**config.mk**
```make
export PLATFORM = sky130hd
export DESIGN_NAME = alu_op_sequencer
export DESIGN_NICKNAME = d
export VERILOG_FILES = /design/src/rtl/alu_op_sequencer.sv
export SDC_FILE = /design/constraint.sdc
export NUM_CORES = 1
export LEC_CHECK = 0
export CORE_ASPECT_RATIO = 1.75
export CORE_MARGIN = 2
export CORE_UTILIZATION = 35
export CTS_CLUSTER_SIZE = 14
export DETAILED_ROUTE_END_ITERATION = 10
export GPL_TIMING_DRIVEN = 0
export HOLD_SLACK_MARGIN = 0.06
export PLACE_DENSITY = 0.63
export SLEW_MARGIN = 20
export SYNTH_ARGS = -nofsm -noshare
export SYNTH_HDL_FRONTEND = slang
export SYNTH_SLANG_ARGS = --single-unit
```
**constraint.sdc**
```tcl
create_clock -name clk -period 7.65 [get_ports clk]
set_clock_uncertainty 0.2 [all_clocks]
set_input_delay 1.9125 -clock clk [delete_from_list [all_inputs] [get_ports clk]]
set_output_delay 1.9125 -clock clk [all_outputs]
set_load 0.02 [all_outputs]
```
**src/rtl/alu_op_sequencer.sv**
```systemverilog
// Command sequencer in front of a combinational ALU: buffers operations in a FIFO,
// drives registered operands, captures the result and hands it downstream.
`timescale 1ns/1ps
module alu_op_sequencer #(
    parameter int DEPTH = 4
) (
    input  logic                     clk,
    input  logic                     rst_n,
    input  logic                     in_valid,
    output logic                     in_ready,
    input  logic [3:0]               in_a,
    input  logic [3:0]               in_b,
    input  logic [2:0]               in_sel,
    input  logic                     in_dir,
    input  logic                     in_chain,
    output logic [3:0]               alu_a,
    output logic [3:0]               alu_b,
    output logic [2:0]               alu_sel,
    output logic                     alu_dir,
    input  logic [7:0]               alu_c,
    output logic                     out_valid,
    input  logic                     out_ready,
    output logic [7:0]               out_c,
    output logic [2:0]               out_sel,
    output logic                     busy,
    output logic [$clog2(DEPTH):0]   count,
    output logic [1:0]               dbg_state
);
    // Handshake: a transfer happens on a rising edge where valid && ready are both
    // high; the producer holds its payload stable while valid && !ready.

    localparam int AW = $clog2(DEPTH);
    localparam int CW = AW + 1;

    typedef enum logic [1:0] {
        IDLE = 2'd0,
        EXEC = 2'd1,
        HOLD = 2'd2
    } state_t;

    typedef struct packed {
        logic [3:0] a;
        logic [3:0] b;
        logic [2:0] sel;
        logic       dir;
        logic       chain;
    } cmd_t;

    cmd_t            mem_q [DEPTH];
    logic [AW-1:0]   wr_ptr_q, rd_ptr_q;
    logic [CW-1:0]   count_q, count_d;
    state_t          state_q;
    logic [3:0]      alu_a_q, alu_b_q;
    logic [2:0]      alu_sel_q, out_sel_q;
    logic            alu_dir_q, out_valid_q;
    logic [7:0]      out_c_q, last_c_q;

    logic            full, empty, push, pop;
    cmd_t            head, wr_cmd;

    assign full   = (count_q == CW'(DEPTH));
    assign empty  = (count_q == '0);
    assign push   = in_valid && !full;
    // The FSM pulls a command whenever it is free to start a new one.
    assign pop    = !empty && ((state_q == IDLE) || ((state_q == HOLD) && out_ready));
    assign head   = mem_q[rd_ptr_q];
    assign wr_cmd = '{a: in_a, b: in_b, sel: in_sel, dir: in_dir, chain: in_chain};

    always_comb begin
        count_d = count_q;
        if (push && !pop) begin
            count_d = count_q + CW'(1);
        end else if (pop && !push) begin
            count_d = count_q - CW'(1);
        end
    end

    always_ff @(posedge clk) begin
        if (push) begin
            mem_q[wr_ptr_q] <= wr_cmd;
        end
    end

    always_ff @(posedge clk or negedge rst_n) begin
        if (!rst_n) begin
            wr_ptr_q <= '0;
            rd_ptr_q <= '0;
            count_q  <= '0;
        end else begin
            if (push) wr_ptr_q <= wr_ptr_q + AW'(1);
            if (pop)  rd_ptr_q <= rd_ptr_q + AW'(1);
            count_q <= count_d;
        end
    end

    always_ff @(posedge clk or negedge rst_n) begin
        if (!rst_n) begin
            state_q     <= IDLE;
            alu_a_q     <= '0;
            alu_b_q     <= '0;
            alu_sel_q   <= '0;
            alu_dir_q   <= 1'b0;
            out_valid_q <= 1'b0;
            out_c_q     <= '0;
            out_sel_q   <= '0;
            last_c_q    <= '0;
        end else begin
            case (state_q)
                IDLE: begin
                    if (pop) begin
                        alu_a_q   <= head.chain ? last_c_q[3:0] : head.a;
                        alu_b_q   <= head.b;
                        alu_sel_q <= head.sel;
                        alu_dir_q <= head.dir;
                        state_q   <= EXEC;
                    end
                end
                EXEC: begin
                    out_c_q     <= alu_c;
                    last_c_q    <= alu_c;
                    out_sel_q   <= alu_sel_q;
                    out_valid_q <= 1'b1;
                    state_q     <= HOLD;
                end
                HOLD: begin
                    if (out_ready) begin
                        out_valid_q <= 1'b0;
                        if (pop) begin
                            // last_c_q already holds the result being handed off here.
                            alu_a_q   <= head.chain ? last_c_q[3:0] : head.a;
                            alu_b_q   <= head.b;
                            alu_sel_q <= head.sel;
                            alu_dir_q <= head.dir;
                            state_q   <= EXEC;
                        end else begin
                            state_q <= IDLE;
                        end
                    end
                end
                default: state_q <= IDLE;
            endcase
        end
    end

    assign in_ready  = !full;
    assign alu_a     = alu_a_q;
    assign alu_b     = alu_b_q;
    assign alu_sel   = alu_sel_q;
    assign alu_dir   = alu_dir_q;
    assign out_valid = out_valid_q;
    assign out_c     = out_c_q;
    assign out_sel   = out_sel_q;
    assign busy      = (state_q != IDLE) || !empty;
    assign count     = count_q;
    assign dbg_state = state_q;

endmodule

```
==> flow_summary.json <==
{
  "outcome": "finished, final reports clean",
  "ant_nets": 0,
  "die_x_um": 77.6,
  "insertion_delay_ns": 0.32,
  "cp.arrival_ns": 4.30,
  "critPathMaxStageDelay_ns": 0.51,
  "vias_per_cell": 4.56,
  "synth_nets": 200,
  "gp_congestion": 0.674,
  "setup_viol": 0,
  "synth_area_per_cell_sq_um": 19.6,
  "final_hold_viol_count": 0,
  "worst_setup_path_end_kind": "register",
  "holdPathStages": 1,
  "min_period_ns": 4.29,
  "design_area_sq_mm": 0.00432,
  "cp_slowest_cell": "nor3_2",
  "clk_pin_slew_ns": 0.06,
  "clock.fmax_ghz": 0.233,
  "hold_class": "reg -> reg",
  "routedWlPerCell_um": 16.2,
  "finish.net_count": 267,
  "die_area_sq_mm": 0.0103,
  "postSynthCellCount": 169,
  "hold_buffers": 0,
  "p_leak_uw": 0.00160,
  "post-route-period-util_pct": 56.1,
  "worstHoldStart": "last_c_q[7]",
  "r2r-end": "count[2]",
  "cts_buffer_depth": 2,
  "num_rows": 47,
  "grtUsageTotal_pct": 12.5,
  "ir_drop_uv": 161,
  "coreArea_sq_mm": 0.00935,
  "worst_slew_pin_slew_ns": 0.741,
  "setup_tns_ns": 0,
  "grt_pass1_vias": 1816,
  "yosysSeqAreaShare_pct": 71.9,
  "ys_warn_count": 0,
  "rrSetupSlack_ns": 4.83,
  "grt_pass1_wl_mm": 9.53,
  "drive_above_1_share_pct": 20.3,
  "drc": 0,
  "num_vias": 1657,
  "cts_sinks": 85,
  "syn_area_sq_mm": 0.00332,
  "ctsResizeCount": 0,
  "rsz0062_at_grt": "no",
  "rr_startpoint": "count[0]",
  "critPathKind": "in -> reg",
  "ys_ff_latch": 85,
  "cts_max_level": 3,
  "start_kind": "input pin",
  "placed_area_sq_mm": 0.00404,
  "fillers": 800,
  "synth.distinct_cells": 27,
  "grt_antenna_before_repair": 0,
  "power_density_mw_per_mm2": 431,
  "n_antenna_cell": 0,
  "drv_cap": 0,
  "grt_max_degree": 21,
  "drt_pass1_iterations": 4,
  "hpwl_mm": 4.07,
  "cp_cell_sequence": "clkdlybuf4s50_1 -> nor2b_1 -> nor3_2 -> buf_4 -> inv_2 -> ha_1 -> inv_1 -> fa_1 -> mux2_2",
  "io_pins": 56,
  "drtIter0Drc": 75,
  "worstHoldEndpoint": "last_c_q[7]",
  "slew_viol_final": 0,
  "die_y_um": 133,
  "r2r_cells": 10,
  "path_buf_inv": 4,
  "routed_wl_mm": 5.89,
  "portBuffers": 55,
  "cts_tree": "built",
  "worstPathRequired_ns": 7.66,
  "cts-root-buf": "clkbuf_16",
  "cp_top_family": "buffers and inverters",
  "slew_headroom_pct": 50.6,
  "numCtsBuffers": 9,
  "postCtsSetupRepairBufs": 0,
  "initial_utilization_pct": 35.5,
  "overflow": 0,
  "final_common_cell": "clkdlybuf4s50_1",
  "syn_to_final_growth_pct": 30.1,
  "crit_fanout": 10,
  "final_cell_mix": "clkdlybuf4s50_1 (54), edfxtp_1 (52), dfrtp_1 (33)"
}
-- power by group --
part,total (uW),internal (uW),switching [uW]
clock network,390,236,155
logic,742,397,345
registers,729,647,81.6
-- logic make-up (layout without fill, tap and decap cells) --
kind of cell             count (synthesis)  count (layout)  share of synthesized area [%]
flip-flops                              85              85                           71.9
multiplexers                            42              42                           19.1
AND/OR/NAND/NOR                         15              15                           2.45
buffers and inverters                   11              83                           1.66
adder cells (fa/ha/maj)                  6               6                           2.49
XOR/XNOR                                 6               6                           1.58
AO/OA/AOI/OAI                            4               4                          0.754
-- registers in the layout, summed over array words and instances (netlist names) --
| register | count |
|---|---|
| alu_dir | 1 |
| dbg_state | 2 |
| count | 3 |
| out_valid | 1 |
| mem_q | 52 |
| alu_b | 4 |
| last_c_q | 8 |
| wr_ptr_q | 2 |
| out_sel | 3 |
| alu_a | 4 |
| alu_sel | 3 |
| rd_ptr_q | 2 |
-- worst reg2reg max path, cell delays in order (launching register included) --
cell	delay, ns
dfrtp_1	0.45
nor3_1	0.51
nor3_2	0.23
buf_4	0.26
inv_2	0.06
ha_1	0.17
inv_1	0.06
fa_1	0.38
xor2_1	0.17
nor2_1	0.11
xor2_1	0.16
-- synth_stat cells --
cell type  instances  share of area, %
nor2b_1            1              0.19
inv_1              4              0.45
nor3_1             1              0.15
xor2_1             4               1.1
nor4b_1            1              0.26
mux2_2            12               4.1
mux4_2            13               8.8
mux2_1            13               4.4
inv_2              2              0.23
buf_1              1              0.11
and2_1             4              0.75
buf_6              1              0.34
o21ai_1            1              0.15
mux2_4             4               1.8
buf_2              2              0.30
a21oi_1            1              0.15
edfxtp_1          52                47
nor3_2             1              0.30
nor2_1             5              0.57
a21o_1             1              0.23
buf_4              1              0.23
dfrtp_1           33                25
a21boi_1           1              0.23
ha_1               5               1.9
xnor2_1            2              0.53
nand2_1            2              0.23
fa_1               1              0.60
-- layout make-up --
type                       count  area (sq um)  area share (%)
sequential                    85          2390            55.3
multi-input combinational     73           876            20.3
timing repair buffer          56           573            13.3
clock buffer                  14           264            6.12
tap                          122           153            3.54
buffer                         5          32.5           0.754
inverter                       6          22.5           0.522
clock inverter                 2          7.51           0.174
-- worst max-delay path by stage --
stage,cells past startpoint,to,start
2_1_floorplan,8,count[1],out_ready
3_3_place_gp,9,count[1],out_ready
5_1_grt,9,count[1],out_ready
6_report,9,count[1],out_ready
4_1_cts,9,count[1],out_ready
3_5_place_dp,9,count[1],out_ready
-- stage by stage --
step / worst slack (ns) / hold slack, ns / std cells / power [uW] / utilization [%]
6_report: 3.36 / 0.285 / 363 / 1860 / 46.2
2_1_floorplan: 3.83 / 0.334 / 169 / 1210 / -
3_5_place_dp: 2.99 / 0.274 / 347 / 1500 / 43.2
3_3_place_gp: 3.02 / 0.267 / 346 / 1480 / 43.0
5_1_grt: 3.22 / 0.308 / 363 / 1980 / 46.2
4_1_cts: 3.33 / 0.287 / 363 / 1900 / 46.2
-- per-layer routing --
layer | global-route usage, % | up-vias | wire length [um]
met5 | 0 | - | 0
met4 | 6.85 | 0 | 116
met3 | 2.46 | 6 | 177
met2 | 21.9 | 33 | 3330
met1 | 13.9 | 840 | 2260
li1 | - | 778 | -
(Power assumes the default switching activity.)
==> variant 1, RTL diff (same settings) <==
`DEPTH`: 4 -> 16.
--- a/src/rtl/alu_op_sequencer.sv
+++ b/src/rtl/alu_op_sequencer.sv
@@ -2,7 +2,7 @@
 // drives registered operands, captures the result and hands it downstream.
 `timescale 1ns/1ps
 module alu_op_sequencer #(
-    parameter int DEPTH = 4
+    parameter int DEPTH = 16
 ) (
     input  logic                     clk,
     input  logic                     rst_n,
Ports: changed (resized count); port bits go from 56 to 58. The function was not compared with the original's and may differ.
==> variant 1 against the unedited design <==
- wire length grew to 3.7 times the old value
- final area increased to 2.7 times the old value
- global-route usage is 2.9 points higher
- fmax decreased by 3.4%
- sequential cell count grew 162
- die area grew to 2.9 times the old value
- clock power rose to 2.6 times the old value
- setup slack worse by 0.15 ns
- sequential share of layout area rose by 5.9 points
- core utilization shrank 3.7 points
- power rose by 140%
- synthesized area grew to 3.0 times the old value
- cell count grew to 2.6 times the old value
==> variant 1: results <==
logic_synthesis:
  synth.yosys.seq_area_share: 0.7356
  synth.cells.most_frequent: "edfxtp_1 (208), dfrtp_1 (39), mux4_2 (38)"
  synthesized_nets: 505
  post_synth_num_cell_types: 37
  synth_enable_flop_cells: 208
worst_setup_path:
  cp_max_fo: 5
  r2r_slack_ns: 4.17
  crit_path_arrival_time_ns: 2.33
  worst_r2r_endpoint: "count[4]$_DFFE_PN0P_"
global_routing:
  grt_first_pass_wirelength_um: 32480
  grt_max_degree: 27
clock_tree:
  cts_max_level: 1
  clockBufferDepth: 3
  worst_skew_pair.late_latency_ns: 0.51
placed_design:
  dpl.cell_count: 920
  post-dp-hpwl_um: 15580
  place_congestion: 0.7650
timing:
  timing.max_slew.rel_slack: 0.4945
  whs_ns: 0.3050
cells_and_area:
  layout-drive-gt1-share: 0.2419
  fin_cells: 960
routing:
  first_iter_violations: 388
power:
  power.ir.vdd_worst_v: 0.0001537
  leak_uw: 0.004020
worst_hold_path:
  worst_hold_path.endpoint: "out_sel[2]$_DFFE_PN0P_"
  hold_path_startpoint: "out_sel[2]$_DFFE_PN0P_"
run_status:
  run_status: "finished, final reports clean"
## variant 1: kinds of logic after synthesis
group,count (synthesis),share of synthesized area
flip-flops,247,0.7356
multiplexers,90,0.1792
AND/OR/NAND/NOR,62,0.02855
buffers and inverters,31,0.02128
AO/OA/AOI/OAI,19,0.01211
XOR/XNOR,11,0.009813
adder cells (fa/ha/maj),10,0.01351
## variant 1: routing by layer
metal,global-route usage,share of wire
met5,0,0
met4,0.05971,0.032
met3,0.01567,0.046
met2,0.2964,0.58
met1,0.1700,0.35
## variant 1: worst max-delay path: stages (launching register included)
cell,delay (ns)
dfrtp_1,0.44
nor4_1,0.48
nor2b_1,0.27
nand2_1,0.08
clkdlybuf4s50_1,0.54
## variant 1: how the worst max path moves through the flow
stage                          from                     to  slack [ns]  cells past startpoint
2_1_floorplan             out_ready   count[4]$_DFFE_PN0P_        3.63                     12
3_3_place_gp               in_valid  mem_q[0][1]$_DFFE_PP_        1.58                      5
3_5_place_dp              out_ready   count[4]$_DFFE_PN0P_        2.78                     13
4_1_cts        count[0]$_DFFE_PN0P_                   busy        3.11                      4
5_1_grt        count[0]$_DFFE_PN0P_                   busy        3.00                      4
6_report       count[0]$_DFFE_PN0P_                   busy        3.21                      4
## variant 1: area by class of cell
class | instances | share of cell area
buffer | 24 | 0.01549
sequential | 247 | 0.6123
multi-input combinational | 192 | 0.2071
timing repair buffer | 77 | 0.06779
inverter | 7 | 0.002228
clock inverter | 5 | 0.002016
tap | 373 | 0.03957
clock buffer | 35 | 0.05347
## variant 1: where the power goes
group,internal [uW],switching (uW)
clock,566,455
sequential,1690,106
combinational,838,858
==> variant 2, RTL diff (same flow settings) <==
Without the edit above. Put one more register stage on the output `dbg_state`, without a reset. The value now appears one clock later. The other outputs are not delayed to match.
--- a/src/rtl/alu_op_sequencer.sv
+++ b/src/rtl/alu_op_sequencer.sv
@@ -152,7 +152,9 @@
     assign out_sel   = out_sel_q;
     assign busy      = (state_q != IDLE) || !empty;
     assign count     = count_q;
-    assign dbg_state = state_q;
+    always_ff @(posedge clk) begin
+        dbg_state <= state_q;
+    end
 
 endmodule
 
Behaviour: not the same (Yosys sat finds a counterexample within 4 cycles, from zero or initial values and one cycle with rst_n low).
==> variant 2 against the unedited design <==
- setup slack worse by 0.036 ns
- synthesized area is 1.2% higher
- die area is 1.2% higher
- final area is 1.8% higher
- largest cell class unchanged
- sequential cell count is 2 higher
- wire length is 2.0% higher
- power is 4.8% higher
- largest power group is now registers
==> variant 2: results <==
run_status:
  run_status: "finished, final reports clean"
routing:
  m1WireLength_um: 2342
  met3WireLength_um: 192
  detail_route.wl_per_cell_um: 16.46
  route.met2.wl_um: 3296
  via_per_inst: 4.671
  first_iter_violations: 63
  drt_wl_total_um: 6007
placed_design:
  dpl.cell_count: 349
  dpl-instance-area_um2: 4076
  place_ws_ns: 2.938
  placement.io_buffers: 55
  place_congestion: 0.7016
  post-dp-hpwl_um: 4049
global_routing:
  grt_first_pass_wirelength_um: 9535
  first_global_vias: 1838
  groute.usage.overall: 0.1263
  grt_max_degree: 28
clock_tree:
  worst_skew_pair.late_latency_ns: 0.34
logic_synthesis:
  yosys-top-cells-area: "edfxtp_1 (46%), dfrtp_1 (25%), mux4_2 (8.7%)"
  synth.yosys.seq_area_share: 0.7228
  synth.cells.most_frequent: "edfxtp_1 (52), dfrtp_1 (33), mux2_1 (13), mux4_2 (13), mux2_2 (12)"
  synth_enable_flop_cells: 52
  asyncSetResetFlopFracSynth: 0.3793
  synthesized_nets: 202
  synth.avg_cell_area_um2: 19.64
cells_and_area:
  fin_nets: 269
  layout-drive-gt1-share: 0.2140
  diodes: 0
power:
  leak_uw: 0.001634
  power.ir.vdd_worst_v: 0.0001469
timing:
  timing.max_slew.rel_slack: 0.5154
worst_setup_path:
  crit_path_arrival_time_ns: 4.35
-- variant 2: cell count changes in the layout (fill, tap and decap cells not counted) --
cell	unedited run	this run
a21oi_1	1	2
buf_12	0	1
buf_16	1	0
bufinv_16	0	2
clkbuf_1	3	2
clkbuf_8	2	1
clkinv_1	2	0
clkinv_2	0	2
dfxtp_1	0	2
nand2_1	2	3
nor2_1	5	4
o21ai_1	1	0
-- variant 2: metal layers --
| metal | vias to the layer above | GRT usage |
|---|---|---|
| met5 | - | 0 |
| met2 | 38 | 0.2198 |
| met1 | 875 | 0.1368 |
| met3 | 11 | 0.01897 |
| met4 | 0 | 0.09259 |
| li1 | 781 | - |
-- variant 2: report_power, final --
group | total [uW] | leakage [uW] | switching [uW] | internal, uW
combinational | 743 | 0.000598 | 347 | 397
clock | 462 | 0.000157 | 168 | 294
sequential | 745 | 0.000879 | 82.2 | 663
total | 1950 | 0.00163 | 596 | 1350
-- variant 2: worst paths after layout --
kind | from | to | slack [ns] | depth (start not counted)
min | state_q[1]$_DFFE_PN0P_ | dbg_state[1]$_DFF_P_ | 0.26 | 0
max in group asynchronous | rst_n | alu_b[1]$_DFFE_PN0P_ | 5.63 | 2
min reg2reg | state_q[1]$_DFFE_PN0P_ | dbg_state[1]$_DFF_P_ | 0.26 | 0
max reg2reg | count[0]$_DFFE_PN0P_ | count[1]$_DFFE_PN0P_ | 4.82 | 8
min in group asynchronous | rst_n | count[0]$_DFFE_PN0P_ | 1.21 | 1
max | out_ready | count[1]$_DFFE_PN0P_ | 3.33 | 9
-- variant 2: kinds of logic after synthesis --
group / count (synthesis) / synth area share
flops: 87 / 0.7228
mux: 42 / 0.1889
simple gates: 15 / 0.02422
buf+inv: 11 / 0.01639
xor+xnor: 6 / 0.01565
fa+ha+maj: 6 / 0.02459
compound gates: 4 / 0.007453
-- variant 2: final cells by class --
| class | instances | area (um2) |
|---|---|---|
| Sequential cell | 87 | 2427 |
| Timing Repair Buffer | 56 | 565.5 |
| Inverter | 6 | 22.52 |
| Multi-Input combinational cell | 73 | 875.8 |
| Buffer | 5 | 32.53 |
| Clock buffer | 12 | 246.5 |
| Fill cell | 844 | 5016 |
| Clock inverter | 4 | 70.07 |
| Tap cell | 122 | 152.6 |
-- variant 2: worst max-delay path, cell delays in order --
cell             delay (ns)
clkdlybuf4s50_1        0.48
nor2b_1                0.08
nor3_2                 0.55
buf_4                  0.34
inv_2                  0.04
ha_1                   0.19
inv_1                  0.08
fa_1                   0.40
mux2_2                 0.26
